File: config.mk
export PLATFORM = sky130hd
export DESIGN_NAME = spi_ram_ctrl
export DESIGN_NICKNAME = d
export VERILOG_FILES = /design/src/rtl/spi_ram_ctrl.sv
export SDC_FILE = /design/constraint.sdc
export NUM_CORES = 2
export LEC_CHECK = 0
export CELL_PAD_IN_SITES_DETAIL_PLACEMENT = 1
export CELL_PAD_IN_SITES_GLOBAL_PLACEMENT = 2
export CORE_MARGIN = 10
export CORE_UTILIZATION = 46
export DETAILED_ROUTE_END_ITERATION = 10
export PLACE_DENSITY = 0.72
export SLEW_MARGIN = 30
export SYNTH_ARGS = -nofsm -noshare
export SYNTH_HDL_FRONTEND = slang
export SYNTH_SLANG_ARGS = --single-unit
File: constraint.sdc
create_clock -name clk -period 2.2 [get_ports clk]
set_input_delay 0.33 -clock clk [delete_from_list [all_inputs] [get_ports clk]]
set_output_delay 0.33 -clock clk [all_outputs]
set_load 0.02 [all_outputs]
File: src/rtl/spi_ram_ctrl.sv
// SPI-slave-side RAM controller: decodes 10-bit command words into address latches,
// writes and read requests, and holds read data on tx_data for a fixed window.
// Optional address auto-increment is enabled by defining ADDR_AUTO_INC_EN.
module spi_ram_ctrl #(
    parameter int MEM_DEPTH = 256,
    parameter int ADDR_SIZE = 8,
    parameter int TX_HOLD   = 8
) (
    input  logic       clk,
    input  logic       rst,
    input  logic [9:0] rx_data,
    input  logic       rx_valid,
    output logic [7:0] tx_data,
    output logic       tx_valid,
    output logic       busy,
    output logic       drop_err,
    output logic [1:0] state_o
);

    // Handshake: rx_valid qualifies rx_data for exactly the cycle it is high and is
    // accepted only while the controller is idle (no back-pressure; extra commands are
    // dropped and flagged). tx_valid marks tx_data as stable for the whole hold window.

    typedef enum logic [1:0] {
        S_IDLE      = 2'd0,
        S_RD_ACCESS = 2'd1,
        S_TX_HOLD   = 2'd2
    } state_e;

    localparam int                CNT_W     = $clog2(TX_HOLD + 1);
    localparam logic [CNT_W-1:0]  HOLD_LAST = CNT_W'(TX_HOLD);

    localparam logic [1:0] OP_WR_ADDR = 2'b00;
    localparam logic [1:0] OP_WRITE   = 2'b01;
    localparam logic [1:0] OP_RD_ADDR = 2'b10;
    localparam logic [1:0] OP_READ    = 2'b11;

    state_e               state_q, state_d;
    logic [CNT_W-1:0]     cnt_q, cnt_d;
    logic [ADDR_SIZE-1:0] wr_addr_q, wr_addr_d;
    logic [ADDR_SIZE-1:0] rd_addr_q, rd_addr_d;
    logic [7:0]           tx_data_q, tx_data_d;
    logic                 tx_valid_q, tx_valid_d;
    logic                 drop_err_q, drop_err_d;

    logic [7:0]           mem [MEM_DEPTH];

    logic [1:0]           opcode;
    logic [7:0]           payload;
    logic                 accept;
    logic                 mem_we;

    assign opcode  = rx_data[9:8];
    assign payload = rx_data[7:0];
    assign accept  = rx_valid && (state_q == S_IDLE);

    // State register
    always_ff @(posedge clk) begin
        if (rst) begin
            state_q <= S_IDLE;
        end else begin
            state_q <= state_d;
        end
    end

    // Next-state logic
    always_comb begin
        state_d = state_q;
        case (state_q)
            S_IDLE: begin
                if (accept && opcode == OP_READ) begin
                    state_d = S_RD_ACCESS;
                end
            end
            S_RD_ACCESS: begin
                state_d = S_TX_HOLD;
            end
            S_TX_HOLD: begin
                if (cnt_q == HOLD_LAST) begin
                    state_d = S_IDLE;
                end
            end
            default: begin
                state_d = S_IDLE;
            end
        endcase
    end

    // Output and datapath next-value logic
    always_comb begin
        busy       = (state_q != S_IDLE);
        drop_err_d = rx_valid && (state_q != S_IDLE);
        mem_we     = accept && (opcode == OP_WRITE);
        wr_addr_d  = wr_addr_q;
        rd_addr_d  = rd_addr_q;
        tx_data_d  = tx_data_q;
        cnt_d      = '0;
        // tx_valid lags entry into the hold state by one cycle and drops as the state exits
        tx_valid_d = (state_q == S_TX_HOLD) && (cnt_q != HOLD_LAST);

        if (state_q == S_TX_HOLD && cnt_q != HOLD_LAST) begin
            cnt_d = cnt_q + CNT_W'(1);
        end

        if (accept && opcode == OP_WR_ADDR) begin
            wr_addr_d = payload[ADDR_SIZE-1:0];
        end
        if (accept && opcode == OP_RD_ADDR) begin
            rd_addr_d = payload[ADDR_SIZE-1:0];
        end

        if (state_q == S_RD_ACCESS) begin
            tx_data_d = mem[rd_addr_q];
        end

`ifdef ADDR_AUTO_INC_EN
        if (mem_we) begin
            wr_addr_d = wr_addr_q + ADDR_SIZE'(1);
        end
        if (state_q == S_RD_ACCESS) begin
            rd_addr_d = rd_addr_q + ADDR_SIZE'(1);
        end
`endif
    end

    always_ff @(posedge clk) begin
        if (rst) begin
            cnt_q      <= '0;
            wr_addr_q  <= '0;
            rd_addr_q  <= '0;
            tx_data_q  <= '0;
            tx_valid_q <= 1'b0;
            drop_err_q <= 1'b0;
        end else begin
            cnt_q      <= cnt_d;
            wr_addr_q  <= wr_addr_d;
            rd_addr_q  <= rd_addr_d;
            tx_data_q  <= tx_data_d;
            tx_valid_q <= tx_valid_d;
            drop_err_q <= drop_err_d;
        end
    end

    // Memory keeps its contents across reset; writes are blocked while reset is high
    always_ff @(posedge clk) begin
        if (!rst && mem_we) begin
            mem[wr_addr_q] <= payload;
        end
    end

    assign tx_data  = tx_data_q;
    assign tx_valid = tx_valid_q;
    assign drop_err = drop_err_q;
    assign state_o  = state_q;

endmodule
==> qor.yml <==
clk_latency_ns: 0.87
setup_tns_ns: -90.72
wl_um: 254000
grt_max_degree: 81
start_util_pct: 46.4
clk_path_buf_depth: 3
synth_seq_cells: 2080
max_freq_ghz: 0.340
grt_pass1_vias: 47300
async_flop_share_pct: 0
drive_gt1_share_pct: 40.1
port-buffer-count: 25
crit_type: "register to register"
initialDrtViolationCount: 5204
finalSetupViolations: 1276
syn_to_final_growth_pct: 27.2
synthTopCellsByCount: "edfxtp_1, mux4_2, nor2_1"
avgViaCountPerCell: 6.07
syn-num-nets: 3962
slew_headroom_pct: 46.0
die_area_um2: 193000
wl_per_cell_um: 33.9
num_rows: 153
multi_input_area_um2: 19600
seqCellArea_um2: 62200
dp_slack_ns: -1.23
maxSlewViolCount: 0
setup_ws_ns: -0.740
crit_path_end_kind: "register"
failed_checks: "negative setup slack"
p_leak_nw: 32.8
ys.warnings.count: 0
hpwl_um: 165000
min_path_cells: 1
dr.pass1.iters: 6
fp.dieH_um: 439
die_w_um: 439
cts.sinks: 2080
synth-main-ff-cell: "edfxtp_1"
num_antenna_cells: 0
rsz0062_at_grt: "true"
dr_total_vias: 45500
syn_avg_cell_area_um2: 20.5
track_usage_pct: 26.0
htree_levels: 4
nets: 4996
cp_data_required_time_ns: 2.98
hold_class: "input pin to register"
finish.instance_area_um2: 103000
powerDensity_nw_per_um2: 798
design.core.area_um2: 174000
cap_violations: 0
critPathArrivalTime_ns: 3.72
cts_made_buffers: 208
synth_cells: 3947
fin_hold_ws_ns: 0.0485
worstPathMaxFanout: 7
synth_area_leaders: "edfxtp_1, mux4_2, mux2i_1"
yosysMostFrequentCell: "edfxtp_1"
cts_tree: "built"
gp_congestion: 0.859
yosysTopAreaCellShare_pct: 76.1
fin_total_pwr_w: 0.0820
synthDistinctLibCells: 64
worst_pin_slew_ns: 0.810
fin_worst_skew_ns: 0.0345
ant_nets: 0
ios: 26
synth_top_area_cell: "edfxtp_1"
clkTransAtPathRegs_ns: 0.07
grt_pass1_wl_um: 359000
irDropWorstVdd_mv: 0.808
antenna_found_initial: 7
netlist_area_um2: 80800
outcome: "complete, but fails checks"
period_needed_ns: 2.94
ys_seq_area_share_pct: 76.9
fill_cells: 14900
grt.overflow.total: 0
hold_viol_final: 0
reg2regPathDepth: 11
drc: 0
root_buffer: "clkbuf_16"
placed_cell_area_um2: 91800
startpoint_type: "register"
fin_crit_sh_pct: 134
synth_edf_count: 2048
-- sequential cells by signal (all words and copies together) (netlist names) --
signal,cells
drop_err,1
cnt_q,4
wr_addr_q,8
state_o,2
tx_data,8
rd_addr_q,8
mem,2048
tx_valid,1
-- cells in the final DEF (no fill, tap or decap), drive strengths merged, types with 4 or more instances in the layout --
cell	instances
a211oi	36
a31oi	15
clkdlybuf4s50	5
nor3	18
nor4	13
o22ai	86
a21oi	43
or3b	4
dlygate4sd2	11
or3	8
nand2b	7
inv	12
a221oi	12
a22oi	57
o211ai	6
a2111oi	23
nand4	5
o32ai	8
nor2b	13
a32oi	6
o21ai	26
nand2	108
o221ai	49
nand3	31
edfxtp	2048
dfxtp	32
mux2i	277
clkinvlp	11
nor2	309
clkbuf	258
a22o	17
clkinv	109
a211o	4
bufinv	16
and2	10
buf	1030
mux4	400
-- repair_timing --
action / CTS / global route
setup endpoints to repair: 1824 / 1968
gates resized for setup: 639 / 97
pin swaps: 141 / 44
hold endpoints to repair: 49 / 0
gates cloned: 8 / 0
buffers inserted: 63 / 48
hold buffers: 2 / 0
-- critical path: stages, from the launching register on --
cell and delay, ns:
dfxtp_4 0.40, buf_12 0.17, buf_16 0.15, buf_6 0.13, mux2i_1 0.18, o221ai_4 0.21
buf_6 0.12, a21oi_2 0.07, or4_4 0.59, a2111oi_4 0.30, nand4_1 0.33, nand3_1 0.19
-- final timing paths --
kind / endpoint / start / slack (ns)
hold reg to reg: cnt_q[0]$_SDFF_PP0_ / cnt_q[0]$_SDFF_PP0_ / 0.47
hold / removal: mem[23][5]$_DFFE_PP_ / rx_data[5] / 0.05
setup reg to reg: tx_data[1]$_SDFFE_PP0N_ / rd_addr_q[0]$_SDFFE_PP0P_ / -0.74
setup / recovery: tx_data[1]$_SDFFE_PP0N_ / rd_addr_q[0]$_SDFFE_PP0P_ / -0.74
-- where the power goes --
| group | leakage, nW | switching [W] | total, W | internal (W) |
|---|---|---|---|---|
| sequential | 18.7 | 0.0000365 | 0.0435 | 0.0435 |
| combinational | 10.9 | 0.00223 | 0.00365 | 0.00142 |
| clock | 3.24 | 0.0154 | 0.0348 | 0.0195 |
| total | 32.8 | 0.0176 | 0.0820 | 0.0644 |
-- layout make-up --
class,instances,share of cell area (%)
Timing Repair Buffer,1057,11.1
Tap cell,2325,2.83
Clock inverter,140,1.24
Clock buffer,250,5.26
Inverter,8,0.0316
Multi-Input combinational cell,1626,19.1
Sequential cell,2080,60.5
-- kinds of logic after synthesis --
logic type	share of synthesized area, %
AOI/OAI and AO/OA	3.58
xor gates and xnor gates	0.0217
adders and majority gates	0.0309
buffers and inverters	1.94
DFF	76.9
muxes	14.7
and+or+nand+nor	2.86
-- stage by stage --
| stage | instances | utilization, % |
|---|---|---|
| 3_5_place_dp | 6978 | 52.6 |
| 4_1_cts | 7438 | 58.5 |
| 6_report | 7486 | 59.0 |
| 3_3_place_gp | 6978 | 52.6 |
| 5_1_grt | 7486 | 59.0 |
| 2_1_floorplan | 3947 | - |
-- layer usage --
layer,share of wire (%),wire [um],global-route usage [%]
met2,48,122000,41.7
met4,4.2,10600,9.79
met1,40,101000,35.6
met5,0,0,0
met3,7.9,20100,4.63
(Power assumes the default switching activity.)
